### src/rtl/cpu_fetch_pkg.sv
// cpu_fetch_pkg: shared fetch-controller state encoding and address constants
package cpu_fetch_pkg;

    typedef enum logic [1:0] {
        S_IDLE = 2'd0,
        S_REQ  = 2'd1,
        S_WAIT = 2'd2,
        S_HOLD = 2'd3
    } fetch_state_e;

    localparam logic [31:0] DEFAULT_RESET_VECTOR = 32'h0000_0000;

    // Instructions are word aligned; these low address bits are forced to zero on redirects.
    localparam logic [1:0] ALIGN_LSBS = 2'b11;

endpackage

### src/rtl/pc_fetch_ctrl_next_pc_sel.sv
// next_pc_sel: next-PC priority mux (jump > branch > sequential) with target alignment
module next_pc_sel
    import cpu_fetch_pkg::*;
#(
    parameter int ADDR_WIDTH = 32
) (
    input  logic [ADDR_WIDTH-1:0] pc_plus4_i,
    input  logic                  br_taken_i,
    input  logic [ADDR_WIDTH-1:0] br_target_i,
    input  logic                  jmp_valid_i,
    input  logic [ADDR_WIDTH-1:0] jmp_target_i,
    output logic                  redir_o,
    output logic [ADDR_WIDTH-1:0] next_pc_o
);

    localparam logic [ADDR_WIDTH-1:0] MASK = ~ADDR_WIDTH'(ALIGN_LSBS);

    assign redir_o   = jmp_valid_i | br_taken_i;
    assign next_pc_o = jmp_valid_i ? (jmp_target_i & MASK) :
                       br_taken_i  ? (br_target_i & MASK)  : pc_plus4_i;

endmodule

### src/rtl/pc_fetch_ctrl.sv
// pc_fetch_ctrl: program counter, instruction-memory read handshake and decode handoff
module pc_fetch_ctrl
    import cpu_fetch_pkg::*;
#(
    parameter int                    ADDR_WIDTH   = 32,
    parameter int                    INSTR_WIDTH  = 32,
    parameter logic [ADDR_WIDTH-1:0] RESET_VECTOR = ADDR_WIDTH'(DEFAULT_RESET_VECTOR)
) (
    input  logic                   clk,
    input  logic                   rst_n,
    output logic [ADDR_WIDTH-1:0]  pc_addr,
    input  logic [ADDR_WIDTH-1:0]  pc_plus4,
    input  logic                   br_taken,
    input  logic [ADDR_WIDTH-1:0]  br_target,
    input  logic                   jmp_valid,
    input  logic [ADDR_WIDTH-1:0]  jmp_target,
    output logic                   imem_req,
    output logic [ADDR_WIDTH-1:0]  imem_addr,
    input  logic                   imem_ready,
    input  logic                   imem_rvalid,
    input  logic [INSTR_WIDTH-1:0] imem_rdata,
    output logic                   instr_valid,
    output logic [INSTR_WIDTH-1:0] instr,
    output logic [ADDR_WIDTH-1:0]  instr_pc,
    input  logic                   instr_ready
);

    fetch_state_e           state_q;
    logic [ADDR_WIDTH-1:0]  pc_q;
    logic [ADDR_WIDTH-1:0]  pc_d;
    logic                   drop_q;
    logic                   imem_req_q;
    logic                   instr_valid_q;
    logic [INSTR_WIDTH-1:0] instr_q;
    logic [ADDR_WIDTH-1:0]  instr_pc_q;
    logic                   redir;

    next_pc_sel #(.ADDR_WIDTH(ADDR_WIDTH)) u_next_pc_sel (
        .pc_plus4_i   (pc_plus4),
        .br_taken_i   (br_taken),
        .br_target_i  (br_target),
        .jmp_valid_i  (jmp_valid),
        .jmp_target_i (jmp_target),
        .redir_o      (redir),
        .next_pc_o    (pc_d)
    );

    always_ff @(posedge clk or negedge rst_n) begin
        if (!rst_n) begin
            state_q       <= S_IDLE;
            pc_q          <= RESET_VECTOR;
            drop_q        <= 1'b0;
            imem_req_q    <= 1'b0;
            instr_valid_q <= 1'b0;
            instr_q       <= '0;
            instr_pc_q    <= '0;
        end else begin
            case (state_q)
                S_IDLE: begin
                    state_q    <= S_REQ;
                    imem_req_q <= 1'b1;
                end
                S_REQ: begin
                    if (redir)
                        pc_q <= pc_d;
                    // A redirect in the accept cycle makes the read stale: mark it for discard.
                    if (imem_ready) begin
                        state_q    <= S_WAIT;
                        drop_q     <= redir;
                        imem_req_q <= 1'b0;
                    end
                end
                S_WAIT: begin
                    if (redir)
                        pc_q <= pc_d;
                    if (imem_rvalid && !(drop_q || redir)) begin
                        instr_q       <= imem_rdata;
                        instr_pc_q    <= pc_q;
                        state_q       <= S_HOLD;
                        instr_valid_q <= 1'b1;
                    end else if (imem_rvalid) begin
                        drop_q     <= 1'b0;
                        state_q    <= S_REQ;
                        imem_req_q <= 1'b1;
                    end else if (redir) begin
                        drop_q <= 1'b1;
                    end
                end
                S_HOLD: begin
                    // pc_d already prefers the redirect target over pc_plus4.
                    if (redir || instr_ready) begin
                        pc_q          <= pc_d;
                        state_q       <= S_REQ;
                        instr_valid_q <= 1'b0;
                        imem_req_q    <= 1'b1;
                    end
                end
                default: state_q <= S_IDLE;
            endcase
        end
    end

    assign pc_addr     = pc_q;
    assign imem_addr   = pc_q;
    assign imem_req    = imem_req_q;
    assign instr_valid = instr_valid_q;
    assign instr       = instr_q;
    assign instr_pc    = instr_pc_q;

endmodule
### config.mk
export PLATFORM = sky130hd
export DESIGN_NAME = pc_fetch_ctrl
export DESIGN_NICKNAME = d
export VERILOG_FILES = /design/src/rtl/cpu_fetch_pkg.sv /design/src/rtl/pc_fetch_ctrl_next_pc_sel.sv /design/src/rtl/pc_fetch_ctrl.sv
export SDC_FILE = /design/constraint.sdc
export NUM_CORES = 1
export LEC_CHECK = 0
export BUFFER_PORTS_ARGS = -buffer_cell sky130_fd_sc_hd__buf_4
export CORE_MARGIN = 4
export CORE_UTILIZATION = 40
export CTS_BUF_LIST = sky130_fd_sc_hd__clkbuf_16
export DETAILED_ROUTE_END_ITERATION = 6
export GPL_ROUTABILITY_DRIVEN = 0
export PLACE_DENSITY = 0.76
export SYNTH_ARGS = -nofsm -noshare
export SYNTH_HDL_FRONTEND = slang
export SYNTH_HIERARCHICAL = 1
export SYNTH_SLANG_ARGS = --single-unit
export TNS_END_PERCENT = 5
### constraint.sdc
create_clock -name clk -period 1.8 [get_ports clk]
set_clock_uncertainty 0.15 [all_clocks]
set_input_delay 0.09 -clock clk [delete_from_list [all_inputs] [get_ports clk]]
set_output_delay 0.09 -clock clk [all_outputs]
set_load 0.005 [all_outputs]
Word level (Yosys, flattened, before mapping)
Index checks and enable logic that the tools add are counted.

Flip-flop bits (word level): 101. Bits of input ports: 135. Word-level logic and storage cells: 57. Output and inout bits: 130.

Bitwise operators: 1. Eq/ne operators: 11. Muxes and demuxes: 23. Reductions and logical operators: 15.

Operators with widths (count): $mux W32 (4); $pmux W32 S2 (1); $mux W1 (10); $ne A2 B2 Y1 const B (5); $reduce_and A3 Y1 (3); $mux W2 (4); $pmux W2 S4 (1); $reduce_and A4 Y1 (2); $ne A3 B3 Y1 const B (2); $reduce_bool A2 Y1 (3); $eq A2 B2 Y1 const B (2); $pmux W1 S2 (2); $pmux W1 S4 (1); $eq A2 B1 Y1 const B (1); $logic_not A2 Y1 (1); $logic_or A1 B1 Y1 (2); $ne A2 B1 Y1 const B (1); $reduce_and A2 Y1 (1); $reduce_or A2 Y1 (1); $logic_and A1 B1 Y1 (1); $logic_not A1 Y1 (1); $or A1 B1 Y1 (1).

Logic depth before layout (Yosys ltp)
Gate-level depths: netlist (run 1).

Word-level depth: 6. Gate-level depth with buffers: 8. Gate-level depth less buffers: 5.

Cells and area by module
Netlist (run 1), hierarchy kept.

Modules (own cells, without submodules): pc_fetch_ctrl (times used 1, sequential area each 2527.4 µm², cells an instance 266, area each 4136.5 µm²); next_pc_sel (times used 1, sequential area each 0.0 µm², cells an instance 106, area each 696.9 µm²).

Worst setup path after synthesis (run 1)
No wires, ideal clock.

Kind: reg-to-reg. From: register state_q[0]. To: register pc_q[0] (netlist: imem_addr[0]). Cell stages (with the launch flop): 7. Setup time: 125 ps. Clock period less this slack: 1851 ps. Arrival time: 1576 ps. Required time: 1525 ps. Path slack: -51 ps. Path buffers: 1. Cells stage by stage: dfrtp_1 > inv_1 > ha_1 > a21oi_1 > a21oi_2 > buf_2 > mux2_2.

Cells in the longest elaborated chain, start to end: 4.

RTL lines: from (decl) (RTL line pc_fetch_ctrl.sv:28) `fetch_state_e state_q;`; from (signal assigned) (RTL line pc_fetch_ctrl.sv:50) `state_q <= S_IDLE;`; from (signal assigned) (RTL line pc_fetch_ctrl.sv:60) `state_q <= S_REQ;`; from (signal assigned) (RTL line pc_fetch_ctrl.sv:68) `state_q <= S_WAIT;`; $eq A2 B2 Y1 or $eq A2 B1 Y1 (tied branches) (RTL line pc_fetch_ctrl.sv:58) `case (state_q)`; $reduce_or A2 Y1 (no source line); $ne A2 B1 Y1 (no source line) or $reduce_bool A2 Y1 (tied branches); $reduce_and A3 Y1 (no source line); to (signal assigned) (RTL line pc_fetch_ctrl.sv:65) `pc_q <= pc_d;`; to (signal assigned) (RTL line pc_fetch_ctrl.sv:75) `pc_q <= pc_d;`; to (signal assigned) (RTL line pc_fetch_ctrl.sv:92) `pc_q <= pc_d;`; to (decl) (RTL line pc_fetch_ctrl.sv:29) `logic [ADDR_WIDTH-1:0] pc_q;`.

Several ways; a longest one is shown, not always the timed one. A chain may end at the register's enable or synchronous reset.

Worst setup path after layout (run 1)
From: register state_q[0]. To: register instr_q[9] (netlist: instr[9]).

Cells in the longest elaborated chain, start to end: 2.

RTL lines: $eq A2 B2 Y1 (RTL line pc_fetch_ctrl.sv:58); $reduce_and A2 Y1 (no source line); to (signal assigned) (RTL line pc_fetch_ctrl.sv:77) `instr_q <= imem_rdata;`; to (decl) (RTL line pc_fetch_ctrl.sv:34) `logic [INSTR_WIDTH-1:0] instr_q;`.

Every way passes these cells.

==> results of run 1 <==
-- final cells by class --
class,count,area [sq um],share of cell area
clock buffer,9,225,0.0281
clock inverter,7,66.3,0.00829
inverter,7,26.3,0.00328
multi-input combinational,210,2040,0.255
sequential,101,2530,0.316
tap,143,179,0.0224
timing repair buffer,349,2940,0.367
-- worst paths after layout --
kind                                              to  slack [ps]                      from
hold / removal             imem_addr[29]$_DFFE_PN0P_           1            jmp_target[29]
min in group asynchronous      instr[20]$_DFFE_PN0N_          90                     rst_n
max in group asynchronous    instr_pc[7]$_DFFE_PN0N_         860                     rst_n
hold reg to reg             instr_pc[29]$_DFFE_PN0N_         360  instr_pc[29]$_DFFE_PN0N_
setup reg to reg                instr[9]$_DFFE_PN0N_         -80    state_q[0]$_DFFE_PN0P_
setup / recovery                instr[9]$_DFFE_PN0N_         -80    state_q[0]$_DFFE_PN0P_
-- layout by cell type, fill, tap and decap left out, drive strengths merged, types with 2 or more instances in the layout --
master / instances
o21ai: 30
mux2: 96
dlygate4sd3: 62
mux2i: 33
nand2: 30
nor2: 4
inv: 9
clkinv: 3
clkbuf: 9
nor2b: 2
dfrtp: 101
buf: 287
ha: 3
a21oi: 2
-- cells by family (layout without fill, tap and decap cells) --
kind of cell | after synthesis | in the layout | share of synthesized area
AOI/OAI and AO/OA | 39 | 39 | 0.0484
adders and majority gates | 3 | 3 | 0.00777
buffers and inverters | 61 | 372 | 0.0950
DFF | 101 | 101 | 0.523
muxes | 129 | 129 | 0.292
and+or+nand+nor | 39 | 39 | 0.0339
-- flip-flops by register name, indices dropped and copies added (netlist names) --
register     count
drop_q           1
imem_req         1
imem_addr       32
instr_pc        32
instr_valid      1
instr           32
state_q          2
-- per-layer routing --
layer  global-route usage  vias to the layer above
li1                     -                     1876
met1                0.226                     1901
met2                0.386                      159
met3               0.0644                       13
met4               0.0388                        0
met5                    0                        -
-- critical path: cells and delay by family (launching register included) --
kind,cells,cell delay [ps]
multiplexers,1,300
AND/OR/NAND/NOR,1,210
buffers and inverters,5,570
adder cells (fa/ha/maj),1,130
flip-flops,1,390
-- power breakdown --
| part | leakage (nW) | switching (W) | internal [W] |
|---|---|---|---|
| Combinational | 2.68 | 0.00180 | 0.00350 |
| Sequential | 1.31 | 0.000812 | 0.00330 |
| Clock | 0.142 | 0.000814 | 0.00107 |
| Total | 4.13 | 0.00342 | 0.00787 |
-- stage by stage --
stage	area, sq um	hold WS [ps]	cells	setup slack (ps)
4_1_cts	7880	0.736	826	-84.1
3_5_place_dp	6740	-84.4	737	-156
5_1_grt	8000	14.2	826	-166
2_1_floorplan	4840	-356	372	-26.9
3_3_place_gp	6740	-92.2	737	-76.3
6_report	8000	1.27	826	-78.4
-- repair_timing --
action,4_1_cts,5_1_grt
hold endpoints to repair,162,0
pin swaps,2,2
gates cloned,4,0
hold buffers,62,0
setup buffers,7,0
setup endpoints to repair,98,99
gates resized for setup,19,27
==> results_dict.tcl, run 1 <==
set metrics [dict create \
    coreArea_sq_mm 0.0116 \
    netlist_area_sq_mm 0.00483 \
    fmax_mhz 532 \
    yosys.area.top_type_share 0.523 \
    vdd_drop_max_mv 0.741 \
    vias 3949 \
    cp_max_fo 7 \
    syn_nets 510 \
    synth_cells 372 \
    m1WireLength_um 5490 \
    violations "setup timing" \
    die_width_um 118 \
    cts_tree "done" \
    rows 39 \
    seq_area_frac_synth 0.523 \
    ant_nets 0 \
    drive_above_1_share 0.593 \
    powerDensity_mw_per_mm2 1410 \
    crit_path_start_kind "flop" \
    grt_use_total 0.204 \
    final_util 0.689 \
    crit_type "reg2reg" \
    antenna_found_initial 0 \
    grt_pass1_wl_um 23000 \
    synth.avg_cell_area_sq_um 13.0 \
    grt_pass1_vias 4393 \
    dieArea_sq_mm 0.0139 \
    dpl.hpwl_um 9720 \
    n_fill_cell 796 \
    hp-class "in2reg" \
    leakagePower_nw 4.13 \
    fin_crit_sh 1.04 \
    avgRoutedWirePerCell_um 17.3 \
    wl_um 14300 \
    end_kind "flop" \
    relSlewSlack 0.621 \
    worst_pin_slew_ps 569 \
    cap_violations 0 \
    drc_errors 0 \
    outcome "complete, but fails checks" \
    crit_slowest_cell "dfrtp_1" \
    ff2ff_path_depth 8 \
    io_buffers 260 \
    finalHoldViolations 0 \
    min_period_ps 1880 \
    cts.reportedPaths.clkPinSlew_ps 60 \
    path_cells "inv_2, ha_4, nor4bb_4, buf_4, buf_6, buf_12, buf_16, mux2_4" \
    synth_common_cells "dfrtp_1, mux2_2, buf_4" \
    fin_setup_tns_ps -2920 \
    dr.pass1.iters 4 \
    yosysTopAreaCell "dfrtp_1" \
    dr_wl_met2_um 7690 \
    synth-edff-count 0 \
    setup_viol 64 \
    top_layer "met4" \
    clk_path_buf_depth 2 \
    cts_sinks 101 \
    ys_ff_latch 101 \
    viasPerCell 4.78 \
    cts_root_buffer "clkbuf_16" \
    initialDrtViolationCount 110 \
    htreeDepth 3 \
    synthTopCellsByArea "dfrtp_1, mux2_2, mux2i_1, buf_4, o21ai_1" \
    total_power_w 0.0113 \
    rsz0062_at_grt "yes" \
    drv_slew 0 \
    cp.arrival_ps 1940 \
    worstHoldPathCells 4 \
    antenna_cells 0 \
    initial_core_util 0.416 \
    timing.final.ws_setup_ps -78.4 \
    cts_buffers 9 \
    synth.distinct_cells 29 \
    synth-main-ff-cell "dfrtp_1" \
    synthArstFlopShare 1.00 \
    grt_max_degree 61 \
    slowest_delay_ps 390 \
    grt_remaining_overflow 0 \
    required_ps 1860 \
    final_net_count 816 \
    syn2layout_area_growth_pct 65.5 \
    die_y_um 118 \
    wl_met3_um 952 \
    io_pins 265 \
    clk_latency_ps 330 \
    yosysWarnings 6 \
    yosysMostFrequentCell "dfrtp_1" \
]
No activity file was read; power rests on OpenSTA's default activity.
==> run 2: changes to the inputs <==
Settings changed: PLACE_DENSITY 0.76 to 0.73.
Clock period 1.8 ns to 2 ns, I/O delays scaled along.
==> run 2 against run 1 <==
The run now ends clean. Combinational power shrank 15%. Global-route usage shrank 0.89 points. Sequential cell count is the same. Power shrank 12%. Routed wire length grew 1.0%. Non-clock buffer count shrank 13. Cell count shrank 1.3%. Sequential share of layout area grew 1.3 points. Largest cell class unchanged. Highest routed layer unchanged.
==> results_dict.tcl, run 2 (same netlist as run 1, synthesis figures left out) <==
set metrics [dict create \
    outcome "completed" \
    reg2reg_to "state_q[0]$_DFFE_PN0P_" \
    endpoint "state_q[0]$_DFFE_PN0P_" \
    grt_pass1_vias 4288 \
    vias 3918 \
    r2r_slack_ps 60 \
    vdd_drop_max_mv 0.657 \
    clk_latency_ps 330 \
    holdWs_ps 11.8 \
    fin_crit_sh 0.971 \
    r2r_start "state_q[0]$_DFFE_PN0P_" \
    final_area_sq_mm 0.00768 \
    syn2layout_area_growth_pct 59.0 \
    drc_errors 0 \
    relSlewSlack 0.596 \
    htreeDepth 3 \
    ant_nets 0 \
    die_width_um 118 \
    setup_viol 0 \
    cts_buffers 9 \
    clk_path_buf_depth 2 \
    end_kind "flop" \
    dieArea_sq_mm 0.0139 \
    coreArea_sq_mm 0.0116 \
    required_ps 2100 \
    final_cells 815 \
    timing.final.ws_setup_ps 57.0 \
    viasPerCell 4.81 \
    final_util 0.662 \
    drv_slew 0 \
    powerDensity_mw_per_mm2 1290 \
    finalHoldViolations 0 \
    final_net_count 803 \
    final_common_cell "buf_4" \
    cts_root_buffer "clkbuf_16" \
    initial_core_util 0.416 \
    initialDrtViolationCount 176 \
    cap_violations 0 \
    antenna_found_initial 2 \
    cp.arrival_ps 2040 \
    io_pins 265 \
    leakagePower_nw 3.97 \
    crit_type "reg2reg" \
    min_period_ps 1940 \
    drive_above_1_share 0.585 \
    rows 39 \
    worst_pin_slew_ps 605 \
    grt_use_met1 0.204 \
    met3_usage 0.0514 \
    place_area_sq_mm 0.00667 \
    dp.cells 730 \
    cts_sinks 101 \
    worstHoldPathCells 4 \
    hp-start "jmp_target[23]" \
    grt_max_degree 69 \
    cts.reportedPaths.clkPinSlew_ps 70 \
    fmax_mhz 515 \
    final_cell_mix "buf_4, dfrtp_1, mux2_2" \
    startpoint "state_q[0]$_DFFE_PN0P_" \
    grt_use_total 0.196 \
    top_usage_layer "met2" \
    cp_max_fo 4 \
    grt_pass1_wl_um 21900 \
    dpl.hpwl_um 9770 \
    grt_remaining_overflow 0 \
    place_ws_ps -8.47 \
    dr.pass1.iters 4 \
    ff2ff_path_depth 5 \
    die_y_um 118 \
    met2_usage 0.376 \
    avgRoutedWirePerCell_um 17.7 \
    io_buffers 260 \
    cts_tree "done" \
    crit_path_start_kind "flop" \
    hp-class "in2reg" \
    wl_um 14500 \
]
[run 2: cell count changes in the layout (fill, tap and decap cells not counted), sizes merged]
cell and change:
diode +2, dlygate4sd3 -1, clkbuf +2, buf -14, clkinvlp +2, inv -1, clkinv -1
[run 2: how the worst min path moves through the flow]
stage                                           end
final                     imem_addr[23]$_DFFE_PN0P_
after CTS                 imem_addr[29]$_DFFE_PN0P_
after global routing      imem_addr[23]$_DFFE_PN0P_
after detailed placement   instr_pc[22]$_DFFE_PN0N_
after global placement    imem_addr[22]$_DFFE_PN0P_
after floorplan                  drop_q$_DFFE_PN0P_
[run 2: repair_timing]
item	in CTS	in global routing
gates cloned	0	3
endpoints found under the setup margin	70	96
resized for setup	2	5
endpoints found under the hold margin	102	0
pin swaps	0	1
hold buffers	61	0
setup buffers	0	3
[run 2: per-stage QoR]
stage | TNS [ps] | total power [W]
after floorplan | 0 | 0.00566
after global placement | 0 | 0.00785
after detailed placement | -25.6 | 0.00798
after CTS | 0 | 0.00986
after global routing | -4.14 | 0.0105
final | 0 | 0.00992
[run 2: routing by layer]
| layer | wire length, um | up-vias |
|---|---|---|
| li1 | - | 1843 |
| met1 | 5300 | 1909 |
| met2 | 8120 | 145 |
| met3 | 808 | 21 |
| met4 | 229 | 0 |
| met5 | 0 | - |
[run 2: report_power, final]
part,switching [W],total [W],internal (W)
logic,0.00155,0.00449,0.00294
clock network,0.000763,0.00174,0.000974
registers,0.000718,0.00369,0.00297
[run 2: worst max-delay path, cell delays in order (launching register included)]
cell and delay [ps]:
dfrtp_1 390, buf_4 140, ha_1 240, nor2b_1 200, a211oi_1 470, mux2i_1 270
[run 2: cell type report]
cell class / count / area, sq um
well taps: 143 / 179
flip-flops and latches: 101 / 2530
repair buffers: 336 / 2760
clock buffers: 9 / 225
diodes: 2 / 5.00
multi-input cells: 210 / 1880
clock inverters: 7 / 75.1
fillers: 889 / 3930
inverters: 7 / 26.3
